===== config.mk =====
export PLATFORM = sky130hd
export DESIGN_NAME = id_ex_stage
export DESIGN_NICKNAME = d
export VERILOG_FILES = /design/src/rtl/core_pkg.sv /design/src/rtl/hazard_detect.sv /design/src/rtl/id_ex_stage.sv
export SDC_FILE = /design/constraint.sdc
export NUM_CORES = 1
export LEC_CHECK = 0
export BUFFER_PORTS_ARGS = -buffer_cell sky130_fd_sc_hd__buf_2
export CAP_MARGIN = 20
export CORE_ASPECT_RATIO = 1.25
export CORE_UTILIZATION = 35
export DETAILED_ROUTE_END_ITERATION = 7
export PLACE_DENSITY = 0.74
export SLEW_MARGIN = 20
export SYNTH_ARGS = -nofsm -noshare
export SYNTH_HDL_FRONTEND = slang
export SYNTH_SLANG_ARGS = --single-unit

===== constraint.sdc =====
create_clock -name clk -period 2.1 [get_ports clk]
set_input_delay 0.105 -clock clk [delete_from_list [all_inputs] [get_ports clk]]
set_output_delay 0.105 -clock clk [all_outputs]
set_load 0.1 [all_outputs]

===== src/rtl/core_pkg.sv =====
// Shared definitions for the RV32I pipeline: widths, ALU op codes and the
// ID/EX control bundle.
package core_pkg;

  localparam int XLEN = 32;

  // 4-bit ALU operation encodings produced by decode
  typedef enum logic [3:0] {
    ALU_ADD  = 4'h0,
    ALU_SUB  = 4'h1,
    ALU_SLL  = 4'h2,
    ALU_SLT  = 4'h3,
    ALU_SLTU = 4'h4,
    ALU_XOR  = 4'h5,
    ALU_SRL  = 4'h6,
    ALU_SRA  = 4'h7,
    ALU_OR   = 4'h8,
    ALU_AND  = 4'h9,
    ALU_LUI  = 4'hA
  } alu_op_e;

  // Control bits carried from ID into EX
  typedef struct packed {
    logic       valid;
    logic       regwrite;
    logic       memread;
    logic       memwrite;
    logic       memtoreg;
    logic       alusrc;
    logic       branch;
    logic       jal;
    logic       jalr;
    logic [3:0] alu_op;
  } id_ex_ctrl_t;

  // A bubble is an all-zero control word: nothing writes, nothing branches
  localparam id_ex_ctrl_t CTRL_BUBBLE = '0;

endpackage


===== src/rtl/hazard_detect.sv =====
// Combinational load-use and branch-after-load hazard detection.
module hazard_detect (
  input  logic       id_valid,
  input  logic       id_flush,
  input  logic [4:0] id_rs1,
  input  logic [4:0] id_rs2,
  input  logic       id_uses_rs1,
  input  logic       id_uses_rs2,
  input  logic       id_branch,
  input  logic       id_jalr,
  input  logic       ex_memread,
  input  logic [4:0] ex_rd,
  input  logic       mem_memread,
  input  logic [4:0] mem_rd,
  output logic       hazard_stall
);

  logic ex_hit;
  logic mem_hit;
  logic lu;
  logic bl;

  // A pending load result is needed by a source ID actually reads; x0 never counts
  always_comb begin
    ex_hit  = ex_memread & (ex_rd != 5'd0) &
              ((id_uses_rs1 & (ex_rd == id_rs1)) | (id_uses_rs2 & (ex_rd == id_rs2)));
    mem_hit = mem_memread & (mem_rd != 5'd0) &
              ((id_uses_rs1 & (mem_rd == id_rs1)) | (id_uses_rs2 & (mem_rd == id_rs2)));
    lu = ex_hit;
    // Branches/jalr resolve in ID-adjacent logic, so a load still in MEM also blocks them
    bl = (id_branch | id_jalr) & (ex_hit | mem_hit);
    hazard_stall = id_valid & (lu | bl) & ~id_flush;
  end

endmodule


===== src/rtl/id_ex_stage.sv =====
// ID/EX pipeline register with hazard stall generation, bubble insertion,
// global memory-stall freeze and a saturating hazard-stall counter.
module id_ex_stage
  import core_pkg::*;
#(
  parameter int XLEN  = 32,
  parameter int CNT_W = 16
) (
  input  logic             clk,
  input  logic             rst_n,
  input  logic             mem_stall,
  input  logic             id_flush,
  input  logic             id_valid,
  input  logic [4:0]       id_rs1,
  input  logic [4:0]       id_rs2,
  input  logic [4:0]       id_rd,
  input  logic             id_uses_rs1,
  input  logic             id_uses_rs2,
  input  logic [XLEN-1:0]  id_rs1_data,
  input  logic [XLEN-1:0]  id_rs2_data,
  input  logic [XLEN-1:0]  id_imm,
  input  logic [XLEN-1:0]  id_pc,
  input  logic             id_regwrite,
  input  logic             id_memread,
  input  logic             id_memwrite,
  input  logic             id_memtoreg,
  input  logic             id_alusrc,
  input  logic             id_branch,
  input  logic             id_jal,
  input  logic             id_jalr,
  input  logic [3:0]       id_alu_op,
  input  logic             mem_memread,
  input  logic [4:0]       mem_rd,
  output logic             ex_valid,
  output logic [4:0]       ex_rs1,
  output logic [4:0]       ex_rs2,
  output logic [4:0]       ex_rd,
  output logic [XLEN-1:0]  ex_rs1_data,
  output logic [XLEN-1:0]  ex_rs2_data,
  output logic [XLEN-1:0]  ex_imm,
  output logic [XLEN-1:0]  ex_pc,
  output logic             ex_regwrite,
  output logic             ex_memread,
  output logic             ex_memwrite,
  output logic             ex_memtoreg,
  output logic             ex_alusrc,
  output logic             ex_branch,
  output logic             ex_jal,
  output logic             ex_jalr,
  output logic [3:0]       ex_alu_op,
  output logic             pc_write,
  output logic             if_id_write,
  output logic             hazard_stall,
  output logic [CNT_W-1:0] stall_cnt
);

  id_ex_ctrl_t ex_ctrl;
  id_ex_ctrl_t id_ctrl;
  logic        bubble;

  hazard_detect u_hazard (
    .id_valid     (id_valid),
    .id_flush     (id_flush),
    .id_rs1       (id_rs1),
    .id_rs2       (id_rs2),
    .id_uses_rs1  (id_uses_rs1),
    .id_uses_rs2  (id_uses_rs2),
    .id_branch    (id_branch),
    .id_jalr      (id_jalr),
    .ex_memread   (ex_ctrl.memread),
    .ex_rd        (ex_rd),
    .mem_memread  (mem_memread),
    .mem_rd       (mem_rd),
    .hazard_stall (hazard_stall)
  );

  // Pack decode control bits and decide whether this cycle injects a bubble
  always_comb begin
    id_ctrl = '{valid:    id_valid,
                regwrite: id_regwrite,
                memread:  id_memread,
                memwrite: id_memwrite,
                memtoreg: id_memtoreg,
                alusrc:   id_alusrc,
                branch:   id_branch,
                jal:      id_jal,
                jalr:     id_jalr,
                alu_op:   id_alu_op};
    bubble      = hazard_stall | id_flush | ~id_valid;
    pc_write    = ~(hazard_stall | mem_stall);
    if_id_write = ~(hazard_stall | mem_stall);
  end

  // Pipeline register: reset, freeze on mem_stall, bubble or capture
  always_ff @(posedge clk) begin
    if (!rst_n) begin
      ex_ctrl     <= CTRL_BUBBLE;
      ex_rs1      <= '0;
      ex_rs2      <= '0;
      ex_rd       <= '0;
      ex_rs1_data <= '0;
      ex_rs2_data <= '0;
      ex_imm      <= '0;
      ex_pc       <= '0;
    end else if (!mem_stall) begin
      // Data fields always follow ID; on a bubble their value is irrelevant
      ex_rs1_data <= id_rs1_data;
      ex_rs2_data <= id_rs2_data;
      ex_imm      <= id_imm;
      ex_pc       <= id_pc;
      if (bubble) begin
        ex_ctrl <= CTRL_BUBBLE;
        ex_rs1  <= '0;
        ex_rs2  <= '0;
        ex_rd   <= '0;
      end else begin
        ex_ctrl <= id_ctrl;
        ex_rs1  <= id_rs1;
        ex_rs2  <= id_rs2;
        ex_rd   <= id_rd;
      end
    end
  end

  // Saturating count of cycles lost to hazards; frozen cycles are not counted
  always_ff @(posedge clk) begin
    if (!rst_n)
      stall_cnt <= '0;
    else if (hazard_stall && !mem_stall && (stall_cnt != {CNT_W{1'b1}}))
      stall_cnt <= stall_cnt + 1'b1;
  end

  always_comb begin
    ex_valid    = ex_ctrl.valid;
    ex_regwrite = ex_ctrl.regwrite;
    ex_memread  = ex_ctrl.memread;
    ex_memwrite = ex_ctrl.memwrite;
    ex_memtoreg = ex_ctrl.memtoreg;
    ex_alusrc   = ex_ctrl.alusrc;
    ex_branch   = ex_ctrl.branch;
    ex_jal      = ex_ctrl.jal;
    ex_jalr     = ex_ctrl.jalr;
    ex_alu_op   = ex_ctrl.alu_op;
  end

endmodule


==> flow_metrics.env, run 1 <==
export IMPL_status="complete, but fails checks"
export IMPL_failed_checks="setup timing"
export IMPL_cts_sinks=172
export IMPL_vias=6656
export IMPL_synthCells=624
export IMPL_cts_buffer_depth=2
export IMPL_clock_root_buffer="clkbuf_16"
export IMPL_r2r_start="ex_rd[2]"
export IMPL_worstSkewPairLatency_ps=410
export IMPL_cts_buffers=17
export IMPL_post_synth_instance_area_sq_mm=0.00647
export IMPL_post_route_period_util=1.11
export IMPL_antenna_found_initial=1
export IMPL_dieArea_sq_mm=0.0190
export IMPL_syn_nets=793
export IMPL_diodes=0
export IMPL_portBuffers=342
export IMPL_worst_slack_ps=-237
export IMPL_worst_pin_slew_ps=521
export IMPL_rsz0062_at_grt="true"
export IMPL_hold_viol=0
export IMPL_drive_gt1_frac=0.385
export IMPL_core_rowCount=55
export IMPL_ant_nets=0
export IMPL_grt_pass1_wl_um=32600
export IMPL_hold_depth=2
export IMPL_setup_viol=9
export IMPL_drc=0
export IMPL_fmax_mhz=428
export IMPL_fin_setup_tns_ps=-1430
export IMPL_holdCritStartpoint="rst_n"
export IMPL_ys_types=35
export IMPL_crit_path_end_kind="primary output"
export IMPL_drtIter0Drc=257
export IMPL_yosys_warnings=0
export IMPL_areaGrowthSynthToFinish_pct=69.4
export IMPL_ios=343
export IMPL_routed_wl_um=22300
export IMPL_r2r_end="stall_cnt[6]"
export IMPL_crit_buf_inv=2
export IMPL_drv_cap=0
export IMPL_power_density_mw_per_mm2=821
export IMPL_worstHoldEndpoint="stall_cnt[11]"
export IMPL_dp_hpwl_um=13000
export IMPL_p_leak_nw=5.52
export IMPL_ys_seq_area_frac=0.532
export IMPL_max_slew_margin=0.655
export IMPL_crit_path_cell_trace="or4_1 -> o21a_1 -> a22oi_4 -> buf_12 -> nor2_4 -> nor2_4 -> buf_12"
export IMPL_crit_cells=7
export IMPL_grt_max_degree=57
export IMPL_critPathKind="register to primary output"
export IMPL_critPathMaxFanout=2
export IMPL_layout_commonest_cell="buf_2"
export IMPL_cp_top_family="simple AND/OR/NAND/NOR gates"
export IMPL_overflow=0
export IMPL_hold_class="input port to register"
export IMPL_crit_required_ps=2000
export IMPL_gr_usage_all_layers=0.222
export IMPL_coreArea_sq_mm=0.0181
export IMPL_rrSetupSlack_ps=-170
export IMPL_dr_pass1_iters=4
export IMPL_layout_nets=1287
export IMPL_cp_start_kind="register"
export IMPL_cp_data_arrival_time_ps=2230
export IMPL_place_area_sq_mm=0.00855
export IMPL_ys_seq_elements=172
export IMPL_layout_common_cells="buf_2, dlygate4sd3_1, dfxtp_1"
export IMPL_cp_slowest_cell="or4_1"
export IMPL_avgSynthCellArea_sq_um=10.4
export IMPL_final_area_sq_mm=0.0110
export IMPL_grt_pass1_vias=6640
export IMPL_ir_drop_mv=0.505
export IMPL_rr_worst_depth=10
export IMPL_path_clk_slew_ps=70
export IMPL_cts_tree="yes"
export IMPL_cpPeakStageDelay_ps=520
export IMPL_drv_slew=0
export IMPL_die_x_um=124
export IMPL_vias_per_cell=4.90
export IMPL_htreeDepth=4
export IMPL_fin_worst_skew_ps=8.90
export IMPL_fp_dieH_um=154
export IMPL_wire_per_inst_um=16.4
export IMPL_place_congestion=0.795
export IMPL_initial_core_util=0.357
export IMPL_fin_crit_ps=2340
sequential cells by signal (all words and copies together) (netlist names), 4 cells and up:
signal,count
ex_rs1,5
ex_rd,5
ex_alu_op,4
ex_rs2,5
ex_imm,32
stall_cnt,16
ex_rs1_data,32
ex_pc,32
ex_rs2_data,32
worst max-delay path by stage:
stage                  start        to  slack (ps)
finish              ex_rd[2]  pc_write        -240
global route        ex_rd[2]  pc_write        -320
CTS                 ex_rd[2]  pc_write        -270
detailed placement  ex_rd[4]  pc_write          80
global placement    ex_rd[4]  pc_write         110
floorplan           ex_rd[4]  pc_write        -660
metal layers:
metal | routed length, um | GRT usage | vias up
met3 | 1610 | 0.0660 | 78
met1 | 8220 | 0.226 | 3113
li1 | - | - | 3140
met5 | 10 | 0 | -
met4 | 1150 | 0.147 | 2
met2 | 11300 | 0.386 | 323
worst reg2reg max path, cell delays in order, from the launching register on:
cell and delay (ps):
dfxtp_4 350, buf_4 150, xnor2_2 150, nand4_1 120, o22ai_2 210, a22oi_4 120
buf_12 160, buf_4 130, buf_12 150, or4_4 520, a21oi_2 140
timing repair:
| item | CTS | global route |
|---|---|---|
| hold endpoints to repair | 155 | 0 |
| pin swaps | 9 | 12 |
| cloned | 1 | 1 |
| hold buffers | 155 | 0 |
| resized for setup | 1 | 24 |
| buffers inserted | 6 | 1 |
| endpoints found under the setup margin | 3 | 43 |
through the flow:
stage	worst slack, ps	utilization	power (W)	hold WS, ps	cells
after floorplan	-656	-	0.00510	237	624
after global placement	106	0.472	0.00552	322	1163
after detailed placement	84.5	0.472	0.00554	327	1163
after CTS	-266	0.596	0.00903	79.7	1357
after global routing	-319	0.606	0.00934	99.8	1359
final	-237	0.606	0.00900	104	1359
cells in the mapped netlist:
| cell type | count | area, sq um |
|---|---|---|
| or2_1 | 1 | 6.26 |
| nor2_1 | 135 | 507 |
| and2_1 | 1 | 6.26 |
| a22oi_1 | 1 | 7.51 |
| a22o_1 | 28 | 245 |
| o31ai_1 | 5 | 37.5 |
| or4_1 | 6 | 45.0 |
| dfxtp_1 | 172 | 3440 |
| o21ai_0 | 1 | 5.00 |
| inv_2 | 1 | 3.75 |
| nor3_1 | 1 | 5.00 |
| clkbuf_1 | 20 | 75.1 |
| mux2i_1 | 136 | 1360 |
| or3_1 | 1 | 6.26 |
| o22ai_2 | 1 | 12.5 |
| nand2b_1 | 8 | 50.1 |
| xnor2_1 | 20 | 175 |
| nand3_2 | 1 | 10.0 |
| a22oi_4 | 1 | 21.3 |
| a21oi_1 | 8 | 40.0 |
| o21a_1 | 3 | 22.5 |
| inv_1 | 1 | 3.75 |
| buf_2 | 2 | 10.0 |
| nand3_1 | 11 | 55.1 |
| o21ai_1 | 3 | 15.0 |
| nor4_1 | 7 | 43.8 |
| buf_4 | 3 | 22.5 |
| nand2_1 | 17 | 63.8 |
| buf_6 | 3 | 33.8 |
| o22ai_1 | 1 | 6.26 |
| nand4_1 | 6 | 37.5 |
| buf_1 | 14 | 52.6 |
| and3_1 | 3 | 18.8 |
| o31a_1 | 1 | 8.76 |
| ha_1 | 1 | 12.5 |
power breakdown:
part	switching [W]	leakage [nW]	internal, W
combinational	0.00162	3.78	0.000629
sequential	0.0000905	1.43	0.00341
clock	0.00136	0.306	0.00189
cells by family after synthesis:
group	count (synthesis)	synth area share
and+or+nand+nor	198	0.132
DFF	172	0.532
muxes	136	0.210
AOI/OAI and AO/OA	53	0.0652
buffers and inverters	44	0.0311
xor gates and xnor gates	20	0.0271
adders and majority gates	1	0.00193
area by class of cell:
type | instances | area, sq um
tap | 228 | 285
inverter | 2 | 10.0
sequential | 172 | 3490
fill | 1375 | 7140
multi-input combinational | 408 | 2970
clock inverter | 12 | 145
timing repair buffer | 517 | 3590
clock buffer | 20 | 467
Power figures use the tool's default switching activity.
==> run 2, diff against run 1 <==
==> constraint.sdc (replaced) <==
create_clock -name clk -period 2.1 [get_ports clk]
set_input_delay 0.42 -clock clk [delete_from_list [all_inputs] [get_ports clk]]
set_output_delay 0.42 -clock clk [all_outputs]
set_load 0.1 [all_outputs]
==> run 2 against run 1 <==
The flow still finishes with violations (setup timing). Wire length is 19% lower. Hold slack better by 110 ps. First-iteration DRC count is 5.4% lower. Total power is 1.5% lower. Core utilization is 8.1 points lower. Non-clock buffer count is 146 lower. Critical path type unchanged. Largest cell class is now flip-flops and latches.
==> flow_metrics.env, run 2 (synthesis gave the netlist of run 1 again) <==
export IMPL_drv_slew=0
export IMPL_hold_class="input port to register"
export IMPL_dieArea_sq_mm=0.0190
export IMPL_core_rowCount=55
export IMPL_fmax_mhz=393
export IMPL_dp_hpwl_um=13000
export IMPL_clock_root_buffer="clkbuf_16"
export IMPL_p_leak_nw=4.90
export IMPL_setup_viol=37
export IMPL_worstSkewPairLatency_ps=410
export IMPL_drive_gt1_frac=0.453
export IMPL_coreArea_sq_mm=0.0181
export IMPL_drtIter0Drc=243
export IMPL_layout_commonest_cell="buf_2"
export IMPL_portBuffers=342
export IMPL_die_x_um=124
export IMPL_numPlacedInstances=1174
export IMPL_layout_common_cells="buf_2, dfxtp_1, mux2i_1"
export IMPL_status="complete, but fails checks"
export IMPL_worst_pin_slew_ps=512
export IMPL_wire_per_inst_um=14.9
export IMPL_final_cells=1212
export IMPL_cts_buffers=17
export IMPL_overflow=0
export IMPL_fin_crit_ps=2550
export IMPL_critPathMaxFanout=2
export IMPL_layout_nets=1141
export IMPL_ir_drop_mv=0.647
export IMPL_failed_checks="setup timing"
export IMPL_areaGrowthSynthToFinish_pct=46.9
export IMPL_routed_wl_um=18000
export IMPL_cts_buffer_depth=2
export IMPL_vias_per_cell=4.78
export IMPL_dr_pass1_iters=4
export IMPL_hold_viol=0
export IMPL_fin_worst_skew_ps=10.0
export IMPL_critPathKind="register to primary output"
export IMPL_diodes=0
export IMPL_power_density_mw_per_mm2=932
export IMPL_max_slew_margin=0.661
export IMPL_vias=5794
export IMPL_antenna_found_initial=0
export IMPL_worst_slack_ps=-446
export IMPL_ant_nets=0
export IMPL_drc=0
export IMPL_crit_required_ps=1680
export IMPL_gr_usage_all_layers=0.177
export IMPL_grt_pass1_wl_um=26200
export IMPL_cts_sinks=172
export IMPL_drv_cap=0
export IMPL_rsz0062_at_grt="true"
export IMPL_p_total_w=0.00886
export IMPL_fp_dieH_um=154
export IMPL_initial_core_util=0.357
export IMPL_path_clk_slew_ps=70
export IMPL_cts_tree="yes"
export IMPL_htreeDepth=4
export IMPL_cp_start_kind="register"
export IMPL_post_route_period_util=1.21
export IMPL_nFillCells=1650
export IMPL_cp_data_arrival_time_ps=2130
export IMPL_grt_max_degree=74
export IMPL_grt_pass1_vias=5369
export IMPL_ios=343
export IMPL_place_congestion=0.829
export IMPL_crit_path_end_kind="primary output"
-- run 2: worst paths after layout --
kind | startpoint | to | slack, ps | depth (start not counted)
setup / recovery | ex_rd[4] | pc_write | -450 | 6
hold / removal | id_regwrite | ex_regwrite | 220 | 2
setup reg to reg | ex_rd[2] | stall_cnt[3] | -200 | 10
hold reg to reg | stall_cnt[12] | stall_cnt[12] | 470 | 2
-- run 2: critical path: stages, from the launching register on --
cell	delay [ps]
dfxtp_4	340
or4_1	520
o21a_1	220
a22oi_4	220
nor2_4	60
nor2_4	150
buf_12	200
-- run 2: timing repair --
| action | CTS | global route |
|---|---|---|
| gates resized for setup | 5 | 23 |
| pin swaps | 3 | 13 |
| gates cloned | 0 | 3 |
| hold buffers | 0 | 0 |
| buffers inserted | 2 | 2 |
| hold endpoints to repair | 0 | 0 |
| endpoints found under the setup margin | 3 | 37 |
-- run 2: report_power, final --
part           total (W)  switching [W]  internal [W]
combinational    0.00199        0.00155      0.000446
sequential       0.00349      0.0000786       0.00341
clock            0.00338        0.00137       0.00201
-- run 2: metal layers --
| layer | part of all wire | track usage | up-vias |
|---|---|---|---|
| li1 | - | - | 2851 |
| met1 | 0.40 | 0.187 | 2665 |
| met2 | 0.51 | 0.319 | 248 |
| met3 | 0.076 | 0.0590 | 30 |
| met4 | 0.023 | 0.0643 | 0 |
| met5 | 0 | 0 | - |
-- run 2: layout make-up --
type                    instances  area (sq um)  area share
clock buffers                  19           464      0.0488
clock inverters                12           173      0.0182
inverters                       2          10.0     0.00105
multi-input cells             408          2980       0.314
flip-flops and latches        172          3490       0.368
well taps                     228           285      0.0300
repair buffers                371          2100       0.221
-- run 2: through the flow --
| step | util | setup WS [ps] | hold WS, ps | area (sq um) | setup TNS [ps] |
|---|---|---|---|---|---|
| final | 0.525 | -446 | 216 | 9500 | -3500 |
| after global routing | 0.525 | -527 | 200 | 9500 | -5990 |
| after CTS | 0.514 | -459 | 194 | 9310 | -1590 |
| after detailed placement | 0.476 | -97.7 | 451 | 8620 | -598 |
| after global placement | 0.476 | -84.2 | 453 | 8620 | -364 |
| after floorplan | - | -971 | 552 | 6560 | -1920 |
